### src/rtl/pwm_pkg.sv
// Shared defaults, duty type and the saturating duty-step helper for the
// multi-channel PWM generator.
package pwm_pkg;

    localparam int DEF_CNT_W       = 8;
    localparam int DEF_PERIOD_INIT = 9;
    localparam int DEF_DUTY_INIT   = 5;

    typedef logic [DEF_CNT_W-1:0] duty_t;

    // Step a duty value up (clamped to min(per+1, max_val)) or down (clamped to 0).
    // Evaluated one bit wider than the operands so per+1 cannot wrap.
    function automatic logic [31:0] sat_step(
        input logic [31:0] val,
        input logic [31:0] step,
        input logic [31:0] per,
        input logic [31:0] max_val,
        input logic        up
    );
        logic [32:0] v33;
        logic [32:0] s33;
        logic [32:0] lim;
        logic [32:0] sum;
        v33 = {1'b0, val};
        s33 = {1'b0, step};
        lim = {1'b0, per} + 33'd1;
        if (lim > {1'b0, max_val}) begin
            lim = {1'b0, max_val};
        end
        sum = v33 + s33;
        if (up) begin
            if (v33 >= lim) begin
                sat_step = val;
            end else if (sum > lim) begin
                sat_step = lim[31:0];
            end else begin
                sat_step = sum[31:0];
            end
        end else begin
            if (v33 < s33) begin
                sat_step = 32'd0;
            end else begin
                sat_step = val - step;
            end
        end
    endfunction

endpackage

### src/rtl/pwm_multi_channel_btn_cond.sv
// Button conditioner: 2-FF synchroniser, optional tick-based debouncer
// (PWM_DEBOUNCE_EN) and rising-edge detection producing a one-cycle event.
module pwm_btn_cond (
    input  logic clk,
    input  logic rst_n,
    input  logic tick_i,
    input  logic btn_i,
    output logic evt_o
);

    logic sync1_q;
    logic sync2_q;

    always_ff @(posedge clk or negedge rst_n) begin
        if (!rst_n) begin
            sync1_q <= 1'b0;
            sync2_q <= 1'b0;
        end else begin
            sync1_q <= btn_i;
            sync2_q <= sync1_q;
        end
    end

`ifdef PWM_DEBOUNCE_EN
    logic deb1_q;
    logic deb2_q;

    always_ff @(posedge clk or negedge rst_n) begin
        if (!rst_n) begin
            deb1_q <= 1'b0;
            deb2_q <= 1'b0;
        end else if (tick_i) begin
            deb1_q <= sync2_q;
            deb2_q <= deb1_q;
        end
    end

    assign evt_o = deb1_q & ~deb2_q & tick_i;
`else
    logic prev_q;
    logic unused_tick;

    always_ff @(posedge clk or negedge rst_n) begin
        if (!rst_n) begin
            prev_q <= 1'b0;
        end else begin
            prev_q <= sync2_q;
        end
    end

    assign unused_tick = tick_i;
    assign evt_o       = sync2_q & ~prev_q;
`endif

endmodule

### src/rtl/pwm_multi_channel.sv
// Multi-channel PWM: shared period counter, double-buffered per-channel duty
// with write/inc/dec update. Define PWM_DEBOUNCE_EN to debounce the buttons.
module pwm_multi_channel
    import pwm_pkg::*;
#(
    parameter int CHANNELS    = 4,
    parameter int CNT_W       = DEF_CNT_W,
    parameter int PERIOD_INIT = DEF_PERIOD_INIT,
    parameter int DUTY_INIT   = DEF_DUTY_INIT,
    parameter int STEP        = 1,
    parameter int DEB_DIV     = 4,
    localparam int CH_W       = (CHANNELS > 1) ? $clog2(CHANNELS) : 1
) (
    input  logic                      clk,
    input  logic                      rst_n,
    input  logic                      ena,
    input  logic [CNT_W-1:0]          period,
    input  logic                      wr_en,
    input  logic [CH_W-1:0]           wr_ch,
    input  logic [CNT_W-1:0]          wr_duty,
    input  logic [CHANNELS-1:0]       inc,
    input  logic [CHANNELS-1:0]       dec,
    output logic [CHANNELS-1:0]       pwm_out,
    output logic                      period_start,
    output logic [CHANNELS*CNT_W-1:0] duty_rb
);

    logic [CNT_W-1:0]    cnt_q, cnt_d;
    logic [CNT_W-1:0]    per_q, per_d;
    logic [CNT_W-1:0]    duty_sh_q  [CHANNELS];
    logic [CNT_W-1:0]    duty_sh_d  [CHANNELS];
    logic [CNT_W-1:0]    duty_act_q [CHANNELS];
    logic [CNT_W-1:0]    duty_act_d [CHANNELS];
    logic [CHANNELS-1:0] pwm_q, pwm_d;
    logic                ps_q, ps_d;
    logic [CHANNELS-1:0] inc_evt;
    logic [CHANNELS-1:0] dec_evt;
    logic                tick;
    logic                boundary;
    logic                reload;

`ifdef PWM_DEBOUNCE_EN
    localparam int DW = (DEB_DIV > 1) ? $clog2(DEB_DIV) : 1;
    logic [DW-1:0] deb_cnt_q;

    assign tick = (deb_cnt_q == DW'(DEB_DIV - 1));

    always_ff @(posedge clk or negedge rst_n) begin
        if (!rst_n) begin
            deb_cnt_q <= '0;
        end else if (tick) begin
            deb_cnt_q <= '0;
        end else begin
            deb_cnt_q <= deb_cnt_q + DW'(1);
        end
    end
`else
    localparam int unused_deb_div = DEB_DIV;
    assign tick = 1'b0;
`endif

    for (genvar g = 0; g < CHANNELS; g++) begin : g_btn
        pwm_btn_cond u_inc (
            .clk    (clk),
            .rst_n  (rst_n),
            .tick_i (tick),
            .btn_i  (inc[g]),
            .evt_o  (inc_evt[g])
        );
        pwm_btn_cond u_dec (
            .clk    (clk),
            .rst_n  (rst_n),
            .tick_i (tick),
            .btn_i  (dec[g]),
            .evt_o  (dec_evt[g])
        );
        assign duty_rb[g*CNT_W +: CNT_W] = duty_act_q[g];
    end

    // While disabled, active registers follow shadow/period so re-enable starts cleanly.
    assign boundary = ena & (cnt_q >= per_q);
    assign reload   = boundary | ~ena;

    always_comb begin
        cnt_d = cnt_q;
        if (!ena || boundary) begin
            cnt_d = '0;
        end else begin
            cnt_d = cnt_q + CNT_W'(1);
        end
        per_d = reload ? period : per_q;
        ps_d  = ena & (cnt_q == '0);
        for (int i = 0; i < CHANNELS; i++) begin
            duty_act_d[i] = reload ? duty_sh_q[i] : duty_act_q[i];
            pwm_d[i]      = ena & (cnt_q < duty_act_q[i]);
        end
    end

    always_comb begin
        for (int i = 0; i < CHANNELS; i++) begin
            duty_sh_d[i] = duty_sh_q[i];
            if (wr_en && (32'(wr_ch) == 32'(i))) begin
                duty_sh_d[i] = wr_duty;
            end else if (inc_evt[i] && !dec_evt[i]) begin
                duty_sh_d[i] = CNT_W'(sat_step(32'(duty_sh_q[i]), 32'(STEP), 32'(per_q),
                                               32'({CNT_W{1'b1}}), 1'b1));
            end else if (dec_evt[i] && !inc_evt[i]) begin
                duty_sh_d[i] = CNT_W'(sat_step(32'(duty_sh_q[i]), 32'(STEP), 32'(per_q),
                                               32'({CNT_W{1'b1}}), 1'b0));
            end
        end
    end

    always_ff @(posedge clk or negedge rst_n) begin
        if (!rst_n) begin
            cnt_q <= '0;
            per_q <= CNT_W'(PERIOD_INIT);
            pwm_q <= '0;
            ps_q  <= 1'b0;
            for (int i = 0; i < CHANNELS; i++) begin
                duty_sh_q[i]  <= CNT_W'(DUTY_INIT);
                duty_act_q[i] <= CNT_W'(DUTY_INIT);
            end
        end else begin
            cnt_q <= cnt_d;
            per_q <= per_d;
            pwm_q <= pwm_d;
            ps_q  <= ps_d;
            for (int i = 0; i < CHANNELS; i++) begin
                duty_sh_q[i]  <= duty_sh_d[i];
                duty_act_q[i] <= duty_act_d[i];
            end
        end
    end

    assign pwm_out      = pwm_q;
    assign period_start = ps_q;

endmodule
### config.mk
export PLATFORM = sky130hd
export DESIGN_NAME = pwm_multi_channel
export DESIGN_NICKNAME = d
export VERILOG_FILES = /design/src/rtl/pwm_pkg.sv /design/src/rtl/pwm_multi_channel_btn_cond.sv /design/src/rtl/pwm_multi_channel.sv
export SDC_FILE = /design/constraint.sdc
export NUM_CORES = 1
export LEC_CHECK = 0
export ABC_AREA = 1
export BUFFER_PORTS_ARGS = -buffer_cell sky130_fd_sc_hd__buf_2
export CORE_AREA = 5 5 126 128
export CTS_CLUSTER_DIAMETER = 100
export DETAILED_ROUTE_END_ITERATION = 12
export DIE_AREA = 0 0 131 133
export PLACE_DENSITY = 0.84
export SLEW_MARGIN = 20
export SYNTH_ARGS = -nofsm -noshare
export SYNTH_HDL_FRONTEND = slang
export SYNTH_SLANG_ARGS = --single-unit
### constraint.sdc
create_clock -name clk -period 9.6 [get_ports clk]
set_clock_uncertainty 0.1 [all_clocks]
set_input_delay 2.4 -clock clk [delete_from_list [all_inputs] [get_ports clk]]
set_output_delay 2.4 -clock clk [all_outputs]
set_load 0.05 [all_outputs]
# --- After elaboration in Yosys (flattened, before gate mapping) ---
# Index checks and enable logic that the tools add are counted.
op_classes:
  eq_ne: 7
  order_cmp: 18
  shifts: 0
  div: 0
  reduce_logical: 32
  addsub: 10
  bitwise: 24
  mul: 0
  muxes: 34
ops:
  columns: ["cell", "count"]
  rows:
  - ["33-bit 2-to-1 mux", 8]
  - ["8-bit 2-to-1 mux", 25]
  - ["8-bit by 33-bit greater-or-equal comparator with 1-bit output", 4]
  - ["9-bit by 33-bit greater-than comparator with 1-bit output", 4]
  - ["8-bit by 1-bit adder with 9-bit output (second input constant)", 5]
  - ["8-bit by 1-bit < comparator with 1-bit output (second input constant)", 4]
  - ["8-bit < comparator", 4]
  - ["8-bit by 1-bit subtractor with 8-bit output (second input constant)", 4]
  - ["1-bit AND", 14]
  - ["1-bit logical AND", 12]
  - ["3-bit != test (second input constant)", 4]
  - ["3-bit nonzero test", 4]
  - ["9-bit by 8-bit greater-than comparator with 1-bit output (second input constant)", 1]
  - ["1-bit logical NOT", 9]
  - ["9-bit 2-to-1 mux", 1]
  - ["1-bit inverter", 9]
  - ["8-bit by 1-bit adder with 8-bit output (second input constant)", 1]
  - ["8-bit greater-or-equal comparator", 1]
  - ["8-bit logical NOT", 1]
  - ["2-bit AND reduction", 4]
  - ["2-bit equality test (second input constant)", 2]
  - ["2-bit by 1-bit equality test with 1-bit output (second input constant)", 1]
  - ["2-bit logical NOT", 1]
  - ["1-bit logical OR", 1]
  - ["1-bit bitwise OR", 1]
word_totals:
  ram_bits: 0
  ff_bits: 109
  memories: 0
  latchBits: 0
  rom_bits: 0

# --- Depth between registers and ports, before layout ---
# Gate-level depths: netlist of the first run.
depth:
  word_depth: 11
  depth_mapped: 23

# --- By module ---
# From an unflattened synthesis of the first run, not the netlist that was laid out.
unflattened:
  hier_cells: 1244
  area_unflattened_um2: 8972.4
by_module_without_submodules:
  columns: ["mod", "area_per_inst_um2", "cells_each", "n_inst", "seq_area_each_um2"]
  rows:
  - ["pwm_multi_channel", 8291.7, 1204, 1, 2149.6]
  - ["pwm_btn_cond", 85.1, 5, 8, 75.1]

# --- Least setup slack after synthesis of the first run ---
# OpenSTA, ideal clock, no wires.
synth_timing:
  path_type: "input port to flip-flop"
  startpoint: "in wr_ch[1]"
  endpoint: "reg duty_sh_q[11] in the netlist's numbering"
  cell_stages: 6
  path_slack_ns: 5.901
  required_time_ns: 9.383
  setup_ns: 0.117
  path_buffers: 1
  arrival_ns: 3.482
  path_cell_list: "inv_1 > nor3_1 > clkbuf_1 > a21oi_1 > nand2_1 > nand2_1"
synth_via:
  elab_chain_cells: 4
  word_cells_on_any_way: 6
  cone_classes: "2 x eq/ne; 1 x mux; 3 x reduce/logical"
synth_rtl:
  columns: ["item", "line_no", "text"]
  rows:
  - ["start, declared", "pwm_multi_channel.sv:19", "input logic [CH_W-1:0] wr_ch,"]
  - ["2-bit equality test (*)", "pwm_multi_channel.sv:102", "if (wr_en && (32'(wr_ch) == 32'(i))) begin"]
  - ["1-bit logical AND (*)", "pwm_multi_channel.sv:102", null]
  - ["3-bit != test (no line) or 3-bit nonzero test (tied branches)", null, null]
  - ["2-bit AND reduction (no line)", null, null]
  - ["end signal, assigned by index", "pwm_multi_channel.sv:121", "duty_sh_q[i] <= CNT_W'(DUTY_INIT);"]
  - ["end signal, assigned by index", "pwm_multi_channel.sv:130", "duty_sh_q[i] <= duty_sh_d[i];"]
  - ["end, declared", "pwm_multi_channel.sv:30", "logic [CNT_W-1:0] duty_sh_q [CHANNELS];"]
# Every way passes the cells marked *; elsewhere a longest branch is shown, timed or not.
# A chain may end at the register's enable or synchronous reset.

# --- Worst setup path in the final report of the first run ---
layout_timing:
  startpoint: "reg per_q[0]"
  endpoint: "reg duty_sh_q[3] in the netlist's numbering"
layout_via:
  elab_chain_cells: 10
  word_cells_on_any_way: 13
  cone_classes: "1 x add/sub; 3 x order compare; 1 x eq/ne; 7 x mux; 1 x reduce/logical"
layout_rtl:
  columns: ["item", "line_no", "text"]
  rows:
  - ["start, declared", "pwm_multi_channel.sv:29", "logic [CNT_W-1:0] per_q, per_d;"]
  - ["start signal, assigned", "pwm_multi_channel.sv:117", "per_q <= CNT_W'(PERIOD_INIT);"]
  - ["start signal, assigned", "pwm_multi_channel.sv:126", "per_q <= per_d;"]
  - ["8-bit by 1-bit adder with 9-bit output (*)", null, null]
  - ["9-bit by 8-bit greater-than comparator with 1-bit output", null, null]
  - ["9-bit 2-to-1 mux (*)", "pwm_pkg.sv:27", "if (lim > {1'b0, max_val}) begin"]
  - ["33-bit 2-to-1 mux (*)", "pwm_multi_channel.sv:104", "end else if (inc_evt[i] && !dec_evt[i]) begin"]
  - ["33-bit 2-to-1 mux (*)", "pwm_multi_channel.sv:102", null]
  - ["9-bit by 33-bit greater-than comparator with 1-bit output", "pwm_pkg.sv:34", "end else if (sum > lim) begin"]
  - ["8-bit 2-to-1 mux", "pwm_pkg.sv:34", null]
  - ["8-bit 2-to-1 mux", "pwm_pkg.sv:32", "if (v33 >= lim) begin"]
  - ["8-bit 2-to-1 mux", "pwm_multi_channel.sv:104", null]
  - ["8-bit 2-to-1 mux", "pwm_multi_channel.sv:102", null]
# Every way passes the cells marked *; elsewhere a longest branch is shown, timed or not. The select of a mux whose other input is x is not followed.

==> metrics.md, run 1 <==
| Metric | Value |
|---|---|
| EDFF count, synth | 0 |
| Least-Margin Pin Slew | 1112 ps |
| First-pass GRT wire length | 40180 um |
| Vias after detailed routing | roughly 8400 |
| Combinational power share | 56.6% |
| Core ar. | 0.01475 mm^2 |
| Sequential share of power | 29.5% |
| Slowest stage delay, CP | 650 ps |
| Net Sw Frac | between 50% and 60% |
| Critical-path cell list | inv_1 > ha_1 > inv_1 > nand2_1 > nor2_1 > nand2_1 > nor2_2 > nand3_2 > nand3_2 > inv_1 > ha_1 > nand2_1 > o21ai_0 > o21ai_1 > nand2_1 > nand2_1 > a311oi_4 > a21oi_1 > nand2_1 > nand2_1 |
| IO Port Bufs | 66 |
| Num rows | 45 |
| Startpoint Class | flip-flop |
| Max Fclk | 246.5 MHz |
| DIE HEIGHT | 133 um |
| Post-synth top cells | 322 x nand2_1, 168 x inv_1, 101 x ha_1 |
| Largest net degree at the start of global routing | 78 |
| Skew-Pair Late Insertion Delay | 370 ps |
| Part of the Yosys area used for sequential elements | 30.96% |
| Reg clk slew, reported paths | 80 ps |
| I/O pin total | 67 |
| CP arrival | 4210 ps |
| Util after Layout | between 60 and 70% |
| Num CTS Buffers | 9 |
| Hold WS | 249.4 ps |
| Ys async rst share | 100.0% |
| P_leak | approximately 5.2 nW |
| Die X-Extent | 131 um |
| # diodes | 0 |
| Tmin final | between 4000 and 5000 ps |
| Routed wire length | 24700 um |
| Setup TNS | 0 ps |
| P_sw | 0.001480 W |
| Worst EP required | 9760 ps |
| Setup Fix Bufs, Post-CTS | 0 |
| Area share of the largest cell type after synthesis | 25.64% |
| CTS HTree Levels | 3 |
| Vias in the first global route | 8152 |
| DR iter-0 viols | 626 |
| Setup violations, final | 0 |
| Final GP Congestion | 0.9519 |
| Initial antenna violation count | 0 |
| YS warnings | 0 |
| Total die area | between 0.015 and 0.02 mm^2 |
| Most common cell on crit path | nand2_1 |
| Vias per Instance | 5.748 |
| Peak supply drop | approximately 0.20 mV |
| Yosys cell types | 43 |
| Clk sinks | roughly 110 |
| First-pass DRT Iterations | 5 |
| Crit path capture type | flip-flop |
| RSZ-0062 raised after global routing | false |
| Area of the multi-input gates | 0.005339 mm^2 |
| Area delta synth->final | 8.649% |
| Drt drc | 0 |
| Clock Tree Root | clkbuf_16 |
| Top cells by area, synth | dfrtp_1 26%, ha_1 14%, nand2_1 14%, inv_1 7.1%, dfstp_2 5.3% |
| Layout cell share with drive strength beyond 1 | 11.82% |
| Pwr Density | 294.0 mW/mm^2 |
| CTS tree | built |
| Final Hold Fails | 0 |
| Routed Antenna Nets | 0 |
| Nets@finish | 1404 |
| Outcome | finished clean |
| Tot Pwr | 0.002838 W |
| Starting density of the core | about three fifths |
| Clock power frac | 13.9% |
| Slew Viols, Final | 0 |
| Yosys reg bits | 109 |
| Mean Syn Cell Area | 7.281 um^2 |
| Storage cell area | approximately 0.0028 mm^2 |
| Crit share post-route | 42.25% |
| Syn Std Cell Area | 0.008882 mm^2 |
| Synth area leader | dfrtp_1 |
| Post-CTS resize count | 0 |
| P_int | 0.001358 W |
| Max Cap Viol | 0 |
| GRT Resource Usage Total | between 20% and 30% |
| CTS max path bufs | 2 |
| CP max-delay cell | a311oi_4 |
| Cells after synthesis | 1220 |
| Max FO, Critical Path | 16 |
| Count leader, synth | nand2_1 |
| # hold bufs at CTS | 0 |
| Top FF cell, synth | dfrtp_1 |
| Hpwl dp | around 18000 um |
| WL/cell | 16.85 um |
| Crit Path Category | reg -> reg |
| Slew headroom | around 25% |
| Number of fill cells | around 1300 |
| Aggregate global routing overflow | 0 |
| Tightest Hold Check Type | reg -> reg |
-- power by group through the flow --
stage,sequential [W],clock (W),combinational [W]
after floorplan,0.000918,0,0.00110
after global placement,0.000837,0,0.00153
after detailed placement,0.000836,0,0.00157
after CTS,0.000829,0.000400,0.00159
after global routing,0.000853,0.000416,0.00181
final,0.000837,0.000396,0.00160
-- flip-flops by register name, indices dropped and copies added (netlist names) --
register             flops
duty_rb                 32
duty_sh_q               32
cnt_q                    8
per_q                    8
g_btn.u_dec.prev_q       4
g_btn.u_dec.sync1_q      4
g_btn.u_dec.sync2_q      4
g_btn.u_inc.prev_q       4
g_btn.u_inc.sync1_q      4
g_btn.u_inc.sync2_q      4
pwm_out                  4
period_start             1
-- worst max-delay path, delay by kind of cell, from the launching register on --
family | cells | cell delay, ps
AO/OA/AOI/OAI | 4 | 1030
adder cells (fa/ha/maj) | 2 | 720
buffers and inverters | 3 | 400
flip-flops | 1 | 570
AND/OR/NAND/NOR | 11 | 1140
-- layout by cell type, fill, tap and decap left out, types with 9 or more instances in the layout --
| cell type | count |
|---|---|
| nand2_1 | 322 |
| inv_1 | 168 |
| ha_1 | 101 |
| a21oi_1 | 93 |
| dfrtp_1 | 91 |
| nand3_1 | 85 |
| nor2_1 | 70 |
| o21ai_0 | 65 |
| buf_2 | 65 |
| xor2_1 | 35 |
| nor3_1 | 34 |
| nand4_1 | 22 |
| dfstp_2 | 18 |
| nor2_2 | 9 |
| clkbuf_16 | 9 |
-- cell families after synthesis --
kind of cell | share of synthesized area [%]
adders and majority gates | 14.23
AOI/OAI and AO/OA | 12.52
DFF | 30.96
xor gates and xnor gates | 3.944
buffers and inverters | 9.170
other | 0.04222
and+or+nand+nor | 29.13
-- final timing paths --
path / slack [ps] / from / cells after the start / to
worst max-delay path: 5540 / per_q[0] / 20 / duty_sh_q[3]
worst min-delay path: 250 / g_btn[2].u_dec.sync1_q / 0 / g_btn[2].u_dec.sync2_q
worst max register to register: 5540 / per_q[0] / 20 / duty_sh_q[3]
worst min register to register: 250 / g_btn[2].u_dec.sync1_q / 0 / g_btn[2].u_dec.sync2_q
max in group asynchronous: 6240 / rst_n / 2 / g_btn[2].u_dec.sync1_q
min in group asynchronous: 1930 / rst_n / 1 / g_btn[1].u_dec.sync1_q
-- layer usage --
layer	vias up	wire, um	global-route usage (%)
met5	-	0	0
met4	0	821	12.00
met3	61	1954	3.028
met2	329	11350	45.94
met1	3951	10580	40.27
li1	4086	-	-
-- metrics by stage --
stage	instance area, um^2	setup WS, ps	cells
after detailed placement	9343	5364	1450
after floorplan	8894	5901	1223
after CTS	9648	5600	1466
after global placement	9340	5395	1450
final	9651	5544	1466
after global routing	9651	5194	1466
-- area by class of cell --
type | instances | area share (%)
multi-input combinational | 910 | 55.32
clock inverter | 7 | 0.8298
sequential | 109 | 28.50
inverter | 172 | 6.742
tap | 188 | 2.437
timing repair buffer | 71 | 3.838
clock buffer | 9 | 2.334
Power figures use the tool's default switching activity.
==> run 2: changes to the inputs <==
--- a/config.mk
+++ b/config.mk
@@ -5,12 +5,12 @@
 export SDC_FILE = /design/constraint.sdc
 export NUM_CORES = 1
 export LEC_CHECK = 0
-export ABC_AREA = 1
+export ABC_AREA = 0
 export BUFFER_PORTS_ARGS = -buffer_cell sky130_fd_sc_hd__buf_2
-export CORE_AREA = 5 5 126 128
+export CORE_AREA = 5 5 124 126
 export CTS_CLUSTER_DIAMETER = 100
 export DETAILED_ROUTE_END_ITERATION = 12
-export DIE_AREA = 0 0 131 133
+export DIE_AREA = 0 0 129 131
 export PLACE_DENSITY = 0.84
 export SLEW_MARGIN = 20
 export SYNTH_ARGS = -nofsm -noshare
==> constraint.sdc (replaced) <==
create_clock -name clk -period 4.1 [get_ports clk]
set_clock_uncertainty 0.1 [all_clocks]
set_input_delay 1.025 -clock clk [delete_from_list [all_inputs] [get_ports clk]]
set_output_delay 1.025 -clock clk [all_outputs]
set_load 0.05 [all_outputs]
==> run 2 against run 1 <==
Effect of this change: die area down 3.0%; core utilization increased by 1.7 points; clock power is 140% higher; global-route usage rose by 0.40 points; routed wire length shrank 1.0%; flip-flop and latch count is the same; first-iteration DRC count up 39%; critical path depth is 7 lower; largest cell class unchanged; highest routed layer unchanged.
==> metrics.md, run 2 <==
| Metric | Value |
|---|---|
| Outcome | finished clean |
| Synth area leader | dfrtp_1 |
| Placed Area | 0.009201 mm^2 (-1.5%) |
| IO Port Bufs | 66 (unchanged) |
| First-pass DRT Iterations | 6 (+1) |
| Most frequent cells in the layout | 100 x ha_1, 91 x dfrtp_1, 75 x nor2_1, 66 x inv_1, 65 x buf_2 |
| Clk sinks | 109 (unchanged) |
| # diodes | 0 (unchanged) |
| Total die area | 0.01690 mm^2 (-3.0%) |
| Routed wire length | 24450 um (-1.0%) |
| Crit Path Category | reg -> reg |
| DR iter-0 viols | 869 (+39%) |
| Placed Instances | 1180 (-19%) |
| Final Hold Fails | 0 (unchanged) |
| Crit share post-route | 95.99% (+54 points) |
| Layout cell share with drive strength beyond 1 | 18.76% (+6.9 points) |
| Peak supply drop | 0.4303 mV (+120%) |
| Drt drc | 0 (unchanged) |
| CP arrival | 4080 ps (-130 ps) |
| Reg clk slew, reported paths | 80 ps (about the same) |
| Yosys reg bits | 109 (unchanged) |
| Max Fclk | 254.1 MHz (+3.1%) |
| Setup violations, final | 0 (unchanged) |
| Yosys cell types | 70 (+63%) |
| Syn Std Cell Area | 0.008567 mm^2 (-3.5%) |
| # hold bufs at CTS | 0 (unchanged) |
| Max Cap Viol | 0 (unchanged) |
| Vias in the first global route | 7345 (-9.9%) |
| First-pass GRT wire length | 38920 um (-3.1%) |
| Die X-Extent | 129 um (-1.5%) |
| Skew-Pair Late Insertion Delay | 360 ps (about the same) |
| EDFF count, synth | 0 (unchanged) |
| Vias after detailed routing | 7586 (-10%) |
| GRT Resource Usage Total | 29.42% (+0.40 points) |
| Num rows | 44 (-2.2%) |
| YS warnings | 0 (unchanged) |
| Tmin final | 3936 ps (-120.6 ps) |
| Startpoint Class | flip-flop |
| CTS max path bufs | 2 (unchanged) |
| Slew Viols, Final | 0 (unchanged) |
| CTS tree | built |
| Final GP Congestion | 0.9832 (+3.3%) |
| Slew headroom | 27.91% (+2.5 points) |
| Hpwl dp | 17810 um (-2.5%) |
| Ys async rst share | 100.0% (unchanged) |
| Initial antenna violation count | 0 (unchanged) |
| Non-Filler Instances | 1197 (-18%) |
| Least-Margin Pin Slew | 1072 ps (-39.92 ps) |
| Num CTS Buffers | 9 (unchanged) |
| Crit path capture type | flip-flop |
| Starting density of the core | 60.32% (+0.10 points) |
| CTS HTree Levels | 3 (unchanged) |
| I/O pin total | 67 (unchanged) |
| Top cells by area, synth | dfrtp_1 27%, ha_1 15%, dfstp_2 5.5%, mux2_2 4.6%, xnor2_1 3.9% |
| Part of the Yosys area used for sequential elements | 32.10% (+1.1 points) |
| Aggregate global routing overflow | 0 (unchanged) |
| Number of fill cells | 1149 (-13%) |
| Tightest Hold Check Type | reg -> reg |
| Cells after synthesis | 936 (-23%) |
| Clock Tree Root | clkbuf_16 |
| Most common cell after layout, fill and taps aside | ha_1 |
| Area share of the largest cell type after synthesis | 26.58% (+0.94 points) |
| Largest net degree at the start of global routing | 61 (-22%) |
| P_leak | 4.531 nW (-12%) |
| WL/cell | 20.43 um (+21%) |
| Storage cell area | 0.002750 mm^2 (unchanged) |
| Core ar. | 0.01420 mm^2 (-3.7%) |
| Routed Antenna Nets | 0 (unchanged) |
| DIE HEIGHT | 131 um (-1.5%) |
| Worst EP required | 4240 ps (-5520 ps) |
| Area delta synth->final | 11.32% |
| Mean Syn Cell Area | 9.153 um^2 (+26%) |
| Util after Layout | 67.14% (+1.7 points) |
| Vias per Instance | 6.338 (+10%) |
| Area of the multi-input gates | 0.005445 mm^2 (+2.0%) |
| Pwr Density | 943.3 mW/mm^2 (+220%) |
| Design area | 0.009537 mm^2 (-1.2%) |
| Max FO, Critical Path | 8 (-8) |
| Top FF cell, synth | dfrtp_1 |
| Nets@finish | 1139 (-19%) |
| Count leader, synth | ha_1 |
| Post-synth top cells | 101 x ha_1, 91 x dfrtp_1, 76 x nor2_1 |
[run 2: metal layers]
layer  wire length, um  global-route usage (%)
met1             10160                   39.39
met2             11400                   46.83
met3              1939                   5.447
met4               944                   12.91
met5                 0                       0
[run 2: cells by family (layout without fill, tap and decap cells)]
family / after synthesis / in the layout / synth area share [%]
simple gates: 268 / 268 / 15.23
buf+inv: 103 / 177 / 4.747
other cells: 1 / 4 / 0.04377
mux: 53 / 53 / 6.704
fa+ha+maj: 109 / 109 / 15.70
compound gates: 230 / 230 / 18.94
xor+xnor: 63 / 63 / 6.528
flops: 109 / 109 / 32.10
[run 2: worst paths after layout]
path,from,endpoint,slack (ps),cells after the start
min in group asynchronous,rst_n,g_btn[2].u_inc.sync1_q,620,1
worst min register to register,g_btn[1].u_inc.sync1_q,g_btn[1].u_inc.sync2_q,250,0
worst min-delay path,g_btn[1].u_inc.sync1_q,g_btn[1].u_inc.sync2_q,250,0
worst max register to register,per_q[3],duty_sh_q[29],160,13
max in group asynchronous,rst_n,duty_rb[0],2490,2
worst max-delay path,per_q[3],duty_sh_q[29],160,13
[run 2: per-stage QoR]
step / total power (W) / worst slack (ps) / TNS [ps] / hold WS (ps)
after floorplan: 0.006317 / 344.3 / 0 / 231.2
after global placement: 0.007710 / 121.8 / 0 / 231.7
after detailed placement: 0.007858 / 23.63 / 0 / 234.7
after CTS: 0.008866 / 23.61 / 0 / 249.3
after global routing: 0.009648 / -14.04 / -33.79 / 262.5
final: 0.008996 / 164.5 / 0 / 248.2
[run 2: cell type report]
cell class                 instances  share of cell area (%)
inverter                          70                   2.755
sequential                       109                   28.84
clock inverter                     6                  0.9053
timing repair buffer              91                   5.589
tap                              184                   2.414
multi-input combinational        727                   57.10
clock buffer                      10                   2.401
[run 2: report_power, final]
part / internal (W) / switching [W] / leakage [nW]
logic: 0.00232 / 0.00357 / 3.12
registers: 0.00153 / 0.000632 / 1.26
clock network: 0.000536 / 0.000412 / 0.153
total: 0.00439 / 0.00461 / 4.53
[run 2: timing repair]
action | CTS | global route
setup endpoints to repair | 0 | 20
resized for setup | 0 | 7
buffers inserted | 0 | 1
hold endpoints to repair | 0 | 0
[run 2: critical path: stages (launching register included)]
cell	delay [ps]
dfstp_2	600
nand4_1	150
or4_1	550
and2_1	190
inv_2	120
ha_1	150
and4_2	280
o311ai_0	150
o21ai_1	230
nand2_1	150
a211oi_4	470
mux2_2	390
a211oi_1	230
a211oi_1	70
